### src/rtl/music_pkg.sv
// Shared types and defaults for the note sequencer: FSM states, bus widths
// and the duration code that terminates a song.
package music_pkg;
  localparam int ADDR_W_DEF = 9;
  localparam int DUR_W_DEF  = 8;
  localparam int DUR_END    = 0;

  typedef enum logic [2:0] {
    S_IDLE,
    S_FETCH,
    S_LOAD,
    S_PLAY,
    S_DONE
  } seq_state_t;
endpackage

### src/rtl/music_note_sequencer_if.sv
// Control, duration-ROM and tone-gate signals of the sequencer; the master side
// is the host plus ROM, the slave side is the sequencer itself.
interface music_note_sequencer_if #(
  parameter int ADDR_W = 9,
  parameter int DUR_W  = 8
);
  logic              start;
  logic              stop;
  logic              pause;
  logic              loop_en;
  logic [ADDR_W-1:0] rom_addr;
  logic [DUR_W-1:0]  rom_dur;
  logic              note_gate;
  logic              playing;
  logic              song_done;

  modport master (
    output start, stop, pause, loop_en, rom_dur,
    input  rom_addr, note_gate, playing, song_done
  );

  modport slave (
    input  start, stop, pause, loop_en, rom_dur,
    output rom_addr, note_gate, playing, song_done
  );
endinterface

### src/rtl/music_unit_timer.sv
// Tick prescaler dividing the clock into duration units; holds while run is low,
// clears synchronously, and flags whether the next tick lands in the end-of-note gap.
module music_unit_timer #(
  parameter int TICKS_PER_UNIT = 3125000,
  parameter int GAP_TICKS      = 250000
) (
  input  logic clock,
  input  logic resetn,
  input  logic clear,
  input  logic run,
  output logic unit_tick,
  output logic gap_next
);
  localparam int TW = $clog2(TICKS_PER_UNIT);
  localparam logic [TW-1:0] TICK_LAST = TW'(TICKS_PER_UNIT - 1);
  localparam logic [TW-1:0] GAP_FIRST = TW'(TICKS_PER_UNIT - GAP_TICKS);

  logic [TW-1:0] tick;
  logic [TW-1:0] tick_d;

  always_comb begin
    tick_d = tick;
    if (clear)
      tick_d = '0;
    else if (run)
      tick_d = (tick == TICK_LAST) ? '0 : tick + 1'b1;
  end

  always_ff @(posedge clock) begin
    if (!resetn)
      tick <= '0;
    else
      tick <= tick_d;
  end

  assign unit_tick = run && !clear && (tick == TICK_LAST);
  // Looks at the value the counter is about to take so the gate can be registered.
  assign gap_next  = (tick_d >= GAP_FIRST);
endmodule

### src/rtl/music_note_sequencer.sv
// Steps through the duration ROM one note at a time, gating the tone generator
// for each note's length minus a short trailing gap; zero duration ends the song.
module music_note_sequencer
  import music_pkg::*;
#(
  parameter int ADDR_W         = ADDR_W_DEF,
  parameter int DUR_W          = DUR_W_DEF,
  parameter int TICKS_PER_UNIT = 3125000,
  parameter int GAP_TICKS      = 250000
) (
  input  logic                  clock,
  input  logic                  resetn,
  music_note_sequencer_if.slave bus
);
  localparam logic [ADDR_W-1:0] IDX_LAST = '1;
  localparam logic [DUR_W-1:0]  DUR_ONE  = DUR_W'(1);

  seq_state_t        state;
  logic [ADDR_W-1:0] index;
  logic [DUR_W-1:0]  units;
  logic [DUR_W-1:0]  units_after;
  logic              gate_r;
  logic              playing_r;
  logic              done_r;
  logic              timer_clear;
  logic              timer_run;
  logic              unit_tick;
  logic              gap_next;
  logic              note_end;

  assign timer_run   = (state == S_PLAY) && !bus.stop && !bus.pause;
  assign timer_clear = (state != S_PLAY) || bus.stop;
  assign units_after = unit_tick ? units - 1'b1 : units;
  assign note_end    = unit_tick && (units == DUR_ONE);

  music_unit_timer #(
    .TICKS_PER_UNIT (TICKS_PER_UNIT),
    .GAP_TICKS      (GAP_TICKS)
  ) u_timer (
    .clock     (clock),
    .resetn    (resetn),
    .clear     (timer_clear),
    .run       (timer_run),
    .unit_tick (unit_tick),
    .gap_next  (gap_next)
  );

  always_ff @(posedge clock) begin
    if (!resetn) begin
      state     <= S_IDLE;
      index     <= '0;
      units     <= '0;
      gate_r    <= 1'b0;
      playing_r <= 1'b0;
      done_r    <= 1'b0;
    end else begin
      gate_r <= 1'b0;
      done_r <= 1'b0;
      if (bus.stop) begin
        state     <= S_IDLE;
        index     <= '0;
        units     <= '0;
        playing_r <= 1'b0;
      end else begin
        case (state)
          S_IDLE, S_DONE: begin
            if (bus.start) begin
              state     <= S_FETCH;
              index     <= '0;
              playing_r <= 1'b1;
            end
          end
          S_FETCH: begin
            if (!bus.pause)
              state <= S_LOAD;
          end
          S_LOAD: begin
            if (!bus.pause) begin
              if (bus.rom_dur == DUR_W'(DUR_END)) begin
                if (bus.loop_en) begin
                  state <= S_FETCH;
                  index <= '0;
                end else begin
                  state     <= S_DONE;
                  playing_r <= 1'b0;
                  done_r    <= 1'b1;
                end
              end else begin
                state  <= S_PLAY;
                units  <= bus.rom_dur;
                gate_r <= !((bus.rom_dur == DUR_ONE) && gap_next);
              end
            end
          end
          S_PLAY: begin
            // While paused the gate drops and the counters hold their place.
            if (!bus.pause) begin
              units <= units_after;
              if (note_end) begin
                if (index == IDX_LAST) begin
                  if (bus.loop_en) begin
                    state <= S_FETCH;
                    index <= '0;
                  end else begin
                    state     <= S_DONE;
                    playing_r <= 1'b0;
                    done_r    <= 1'b1;
                  end
                end else begin
                  state <= S_FETCH;
                  index <= index + 1'b1;
                end
              end else begin
                gate_r <= !((units_after == DUR_ONE) && gap_next);
              end
            end
          end
          default: state <= S_IDLE;
        endcase
      end
    end
  end

  assign bus.rom_addr  = index;
  assign bus.note_gate = gate_r;
  assign bus.playing   = playing_r;
  assign bus.song_done = done_r;
endmodule

### src/flat_wrapper.sv
// flat-port wrapper written by rule: the top's interface ports become plain ports
module music_note_sequencer_flat import music_pkg::*;
#(
  parameter int ADDR_W         = ADDR_W_DEF,
  parameter int DUR_W          = DUR_W_DEF,
  parameter int TICKS_PER_UNIT = 3125000,
  parameter int GAP_TICKS      = 250000
)
  (clock, resetn, bus_start, bus_stop, bus_pause, bus_loop_en, bus_rom_dur, bus_rom_addr, bus_note_gate, bus_playing, bus_song_done);
  music_note_sequencer_if #(.ADDR_W(ADDR_W), .DUR_W(DUR_W)) bus_i ();
  input  logic clock;
  input  logic resetn;
  input wire logic [$bits(bus_i.start)-1:0] bus_start;
  input wire logic [$bits(bus_i.stop)-1:0] bus_stop;
  input wire logic [$bits(bus_i.pause)-1:0] bus_pause;
  input wire logic [$bits(bus_i.loop_en)-1:0] bus_loop_en;
  input wire logic [$bits(bus_i.rom_dur)-1:0] bus_rom_dur;
  output wire logic [$bits(bus_i.rom_addr)-1:0] bus_rom_addr;
  output wire logic [$bits(bus_i.note_gate)-1:0] bus_note_gate;
  output wire logic [$bits(bus_i.playing)-1:0] bus_playing;
  output wire logic [$bits(bus_i.song_done)-1:0] bus_song_done;
  assign bus_i.start = bus_start;
  assign bus_i.stop = bus_stop;
  assign bus_i.pause = bus_pause;
  assign bus_i.loop_en = bus_loop_en;
  assign bus_i.rom_dur = bus_rom_dur;
  assign bus_rom_addr = bus_i.rom_addr;
  assign bus_note_gate = bus_i.note_gate;
  assign bus_playing = bus_i.playing;
  assign bus_song_done = bus_i.song_done;
  music_note_sequencer #(.ADDR_W(ADDR_W), .DUR_W(DUR_W), .TICKS_PER_UNIT(TICKS_PER_UNIT), .GAP_TICKS(GAP_TICKS)) u_core (.clock(clock), .resetn(resetn), .bus(bus_i));
endmodule
### config.mk
export PLATFORM = sky130hd
export DESIGN_NAME = music_note_sequencer_flat
export DESIGN_NICKNAME = d
export VERILOG_FILES = /design/src/rtl/music_pkg.sv /design/src/rtl/music_note_sequencer_if.sv /design/src/rtl/music_unit_timer.sv /design/src/rtl/music_note_sequencer.sv /design/src/flat_wrapper.sv
export SDC_FILE = /design/constraint.sdc
export NUM_CORES = 1
export LEC_CHECK = 0
export BUFFER_PORTS_ARGS = -buffer_cell sky130_fd_sc_hd__buf_2
export CORE_UTILIZATION = 60
export DETAILED_ROUTE_END_ITERATION = 16
export GPL_TIMING_DRIVEN = 0
export PLACE_DENSITY = 0.89
export REMOVE_ABC_BUFFERS = 1
export SYNTH_ARGS = -nofsm -noshare
export SYNTH_HDL_FRONTEND = slang
export SYNTH_SLANG_ARGS = --single-unit
### constraint.sdc
create_clock -name clock -period 3.5 [get_ports clock]
set_clock_uncertainty 0.05 [all_clocks]
set_input_delay 0.875 -clock clock [delete_from_list [all_inputs] [get_ports clock]]
set_output_delay 0.875 -clock clock [all_outputs]
set_load 0.005 [all_outputs]
==> key figures <==
Synth
  • Post-synthesis compound-gate area fraction: 0.178
  • Synth Flop Type: dfxtp_1
  • Mapped Avg Cell Area: 7.55 um^2
  • Post-synth EDFFs: 0
  • Largest family of logic cells by synthesized area: simple AND/OR/NAND/NOR gates
  • Syn Inst Count: 387
  • Synth cell types: 56
  • Area of the mapped netlist: 2920 um^2
  • Seq cells post-synth: 45
  • Synth area leader: dfxtp_1
  • Area contributors post-synth: dfxtp_1 (31%), nor2_1 (6.3%), xor2_1 (4.5%), a21oi_1 (4.5%), nand2_1 (4.4%)
  • Synth Area in XOR/XNOR: 0.0750
  • Mux cell area share after synthesis: 0.0103
  • Ys Warns: 0
  • Adder-cell share of the synthesized area: 0.0214
  • Simple-Gate Fraction of Synth Area: 0.365
  • Register area share after synthesis: 0.308
  • Ys async rst share: 0
  • Share of the synthesized area in the top cell type: 0.308

Critical path
  • Critical path type: primary input to flop
  • Max incr delay on CP: 0.79 ns
  • Crit start category: primary input
  • Critical Path End Type: flop
  • Crit path DAT: 3.40 ns
  • Cells along the critical path: buf_2, or3b_4, nor4_1, nand4_1, mux2i_1, o31a_1, and4b_1, o22ai_1
  • Crit-path slowest cell: nor4_1
  • Critical Path Fanout Max: 12
  • CP required: 3.64 ns

Floorplan
  • Die Y: 71.8 um
  • I/O pin count: 26
  • Horiz. Die Dim: 71.8 um
  • Core ar.: 4690 um^2
  • FP Rows: 25
  • Starting Density: 0.622
  • Die area: 5150 um^2

Timing
  • Setup TNS after final layout: 0 ns
  • Final Cycle Share: 0.933
  • Fin. max-slew vios: 0
  • Unrepaired setup endpoints after global routing: no
  • Worst rel slew slack: 0.400
  • Final hold vios: 0
  • Setup Viol. Count Final: 0
  • Final worst-path setup slack: 0.236 ns
  • F_max: 0.306 GHz
  • Slew of the pin with the lowest slew margin: 0.892 ns
  • Tmin final: 3.26 ns

Cells and area
  • Most frequent cells in the layout: nor2_1 (49), dfxtp_1 (45), nand2_1 (34), a21oi_1 (26), buf_2 (25)
  • Fin cells: 454
  • Diodes inserted: 0
  • Layout cell share with drive strength beyond 1: 0.105
  • Layout Nets: 418
  • Commonest non-fill, non-tap cell in the layout: nor2_1
  • Finished Cell Area: 3150 um^2
  • Area Growth Syn to Fin: 7.84%

GRT
  • GRT overflow: 0
  • Initial antenna violation count: 0
  • Vias in the first global route: 2716
  • Pin count of the biggest net entering global routing: 21
  • Global-route wire length before repair: 12100 um
  • GR Util All Layers: 0.294

Detailed routing
  • Via density: 6.56
  • DRC Markers: 0
  • First drt pass iteration count: 4
  • Routed len/inst: 15.8 um
  • Vias: 2979
  • Iteration-0 DRC Markers: 313
  • Total wire length: 7170 um
  • Antenna Nets Post-Route: 0

Placement
  • Dpl ws: 0.0365 ns
  • Placed instance area: 3030 um^2
  • DP HPWL: 5170 um
  • Placed Cells: 446
  • GPL Wtd Cong: 0.914
  • Port buffer count: 25

Pwr
  • Switching Fraction: 0.223
  • P_leak: 0.00111 uW
  • Max IR drop VDD: 0.265 mV
  • Flop pwr share: 0.527
  • Comb power frac: 0.048
  • Pwr/cell area: 312 nW/um^2
  • Net Sw Power: 219 uW
  • Clk pwr share: 0.425
  • P_int: 763 uW

Clock network
  • Clock-pin slew on the worst setup and hold paths: 0.09 ns
  • Root Driver: clkbuf_8
  • TritonCTS Sinks: 45
  • Post-cts repair resize count: 0
  • Post-CTS setup repair buffer count: 0
  • H-tree levels: 2
  • CTS tree: done
  • # hold bufs at CTS: 0
  • Num CTS Buffers: 5
  • CTS Buffer Depth: 2
  • Skew-Pair Late Insertion Delay: 0.30 ns

Worst hold path
  • Hold crit path type: flop to flop

Flow run
  • Max-cap violations: 0

Outcome
  • Status: complete, no violations
[final cells by class]
| cell class | instances | area [um^2] |
|---|---|---|
| Multi-Input combinational cell | 312 | 1900 |
| Fill cell | 401 | 1540 |
| Sequential cell | 45 | 901 |
| Timing Repair Buffer | 25 | 125 |
| Clock buffer | 6 | 82.6 |
| Tap cell | 54 | 67.6 |
| Clock inverter | 2 | 37.5 |
| Inverter | 10 | 37.5 |
[power groups by stage]
stage          clock network, uW  logic (uW)  registers (uW)
5_1_grt                      446        52.2             518
6_report                     418        47.2             517
2_1_floorplan                  0        26.5             528
3_5_place_dp                   0        46.4             529
4_1_cts                      426        46.6             517
3_3_place_gp                   0        45.1             529
[path summary, 6_finish.rpt]
path | cells after the start | start | slack [ns] | end
min | 2 | u_core.bus.playing | 0.44 | u_core.bus.playing
max | 8 | bus_pause | 0.24 | u_core.bus.note_gate
min reg2reg | 2 | u_core.bus.playing | 0.44 | u_core.bus.playing
max reg2reg | 7 | u_core.state[1] | 0.44 | u_core.bus.note_gate
[metrics by stage]
stage | hold WS (ns) | util | total power (uW)
final | 0.441 | 0.671 | 982
after global routing | 0.468 | 0.671 | 1020
after CTS | 0.440 | 0.671 | 990
after detailed placement | 0.424 | 0.646 | 576
after global placement | 0.417 | 0.646 | 574
after floorplan | 0.415 | - | 555
[Yosys cell counts (3+ instances only)]
cell and n:
a211oi_1 7, a21oi_1 26, a22oi_1 4, a31oi_1 5
and2_1 4, and3_1 14, buf_2 4, clkbuf_1 15
dfxtp_1 45, ha_1 5, inv_1 10, mux2i_1 3
nand2_1 34, nand2b_1 6, nand3_1 16, nand3b_1 4
nand4_1 10, nor2_1 49, nor2b_1 7, nor3_1 9
nor3b_1 4, nor4_1 13, o21a_1 3, o21ai_0 18
o22ai_1 4, o31a_1 3, or3_1 4, xnor2_1 10
xor2_1 15
[sequential cells by signal, summed over array words and instances (netlist names)]
signal	flops
u_core.bus.song_done	1
u_core.units	8
u_core.bus.playing	1
u_core.bus.note_gate	1
u_core.state	3
u_core.bus.rom_addr	9
u_core.u_timer.tick	22
[routing by layer]
metal  wire length [um]  up-vias  global-route usage
li1                   -     1429                   -
met1               3080     1420               0.362
met2               3560      111               0.496
met3                347       19              0.0506
met4                175        0               0.148
met5                  0        -                   0
[worst max-delay path: cells and delay by family]
family,cells,cell delay [ns]
buffers and inverters,1,0.15
multiplexers,1,0.32
AO/OA/AOI/OAI,2,0.26
AND/OR/NAND/NOR,4,1.78
[cell families (layout without fill, tap and decap cells)]
group	Yosys count	after routing
AOI/OAI and AO/OA	84	84
xor gates and xnor gates	25	25
adders and majority gates	5	5
buffers and inverters	30	43
DFF	45	45
muxes	3	3
and+or+nand+nor	195	195
Power figures use the tool's default switching activity.
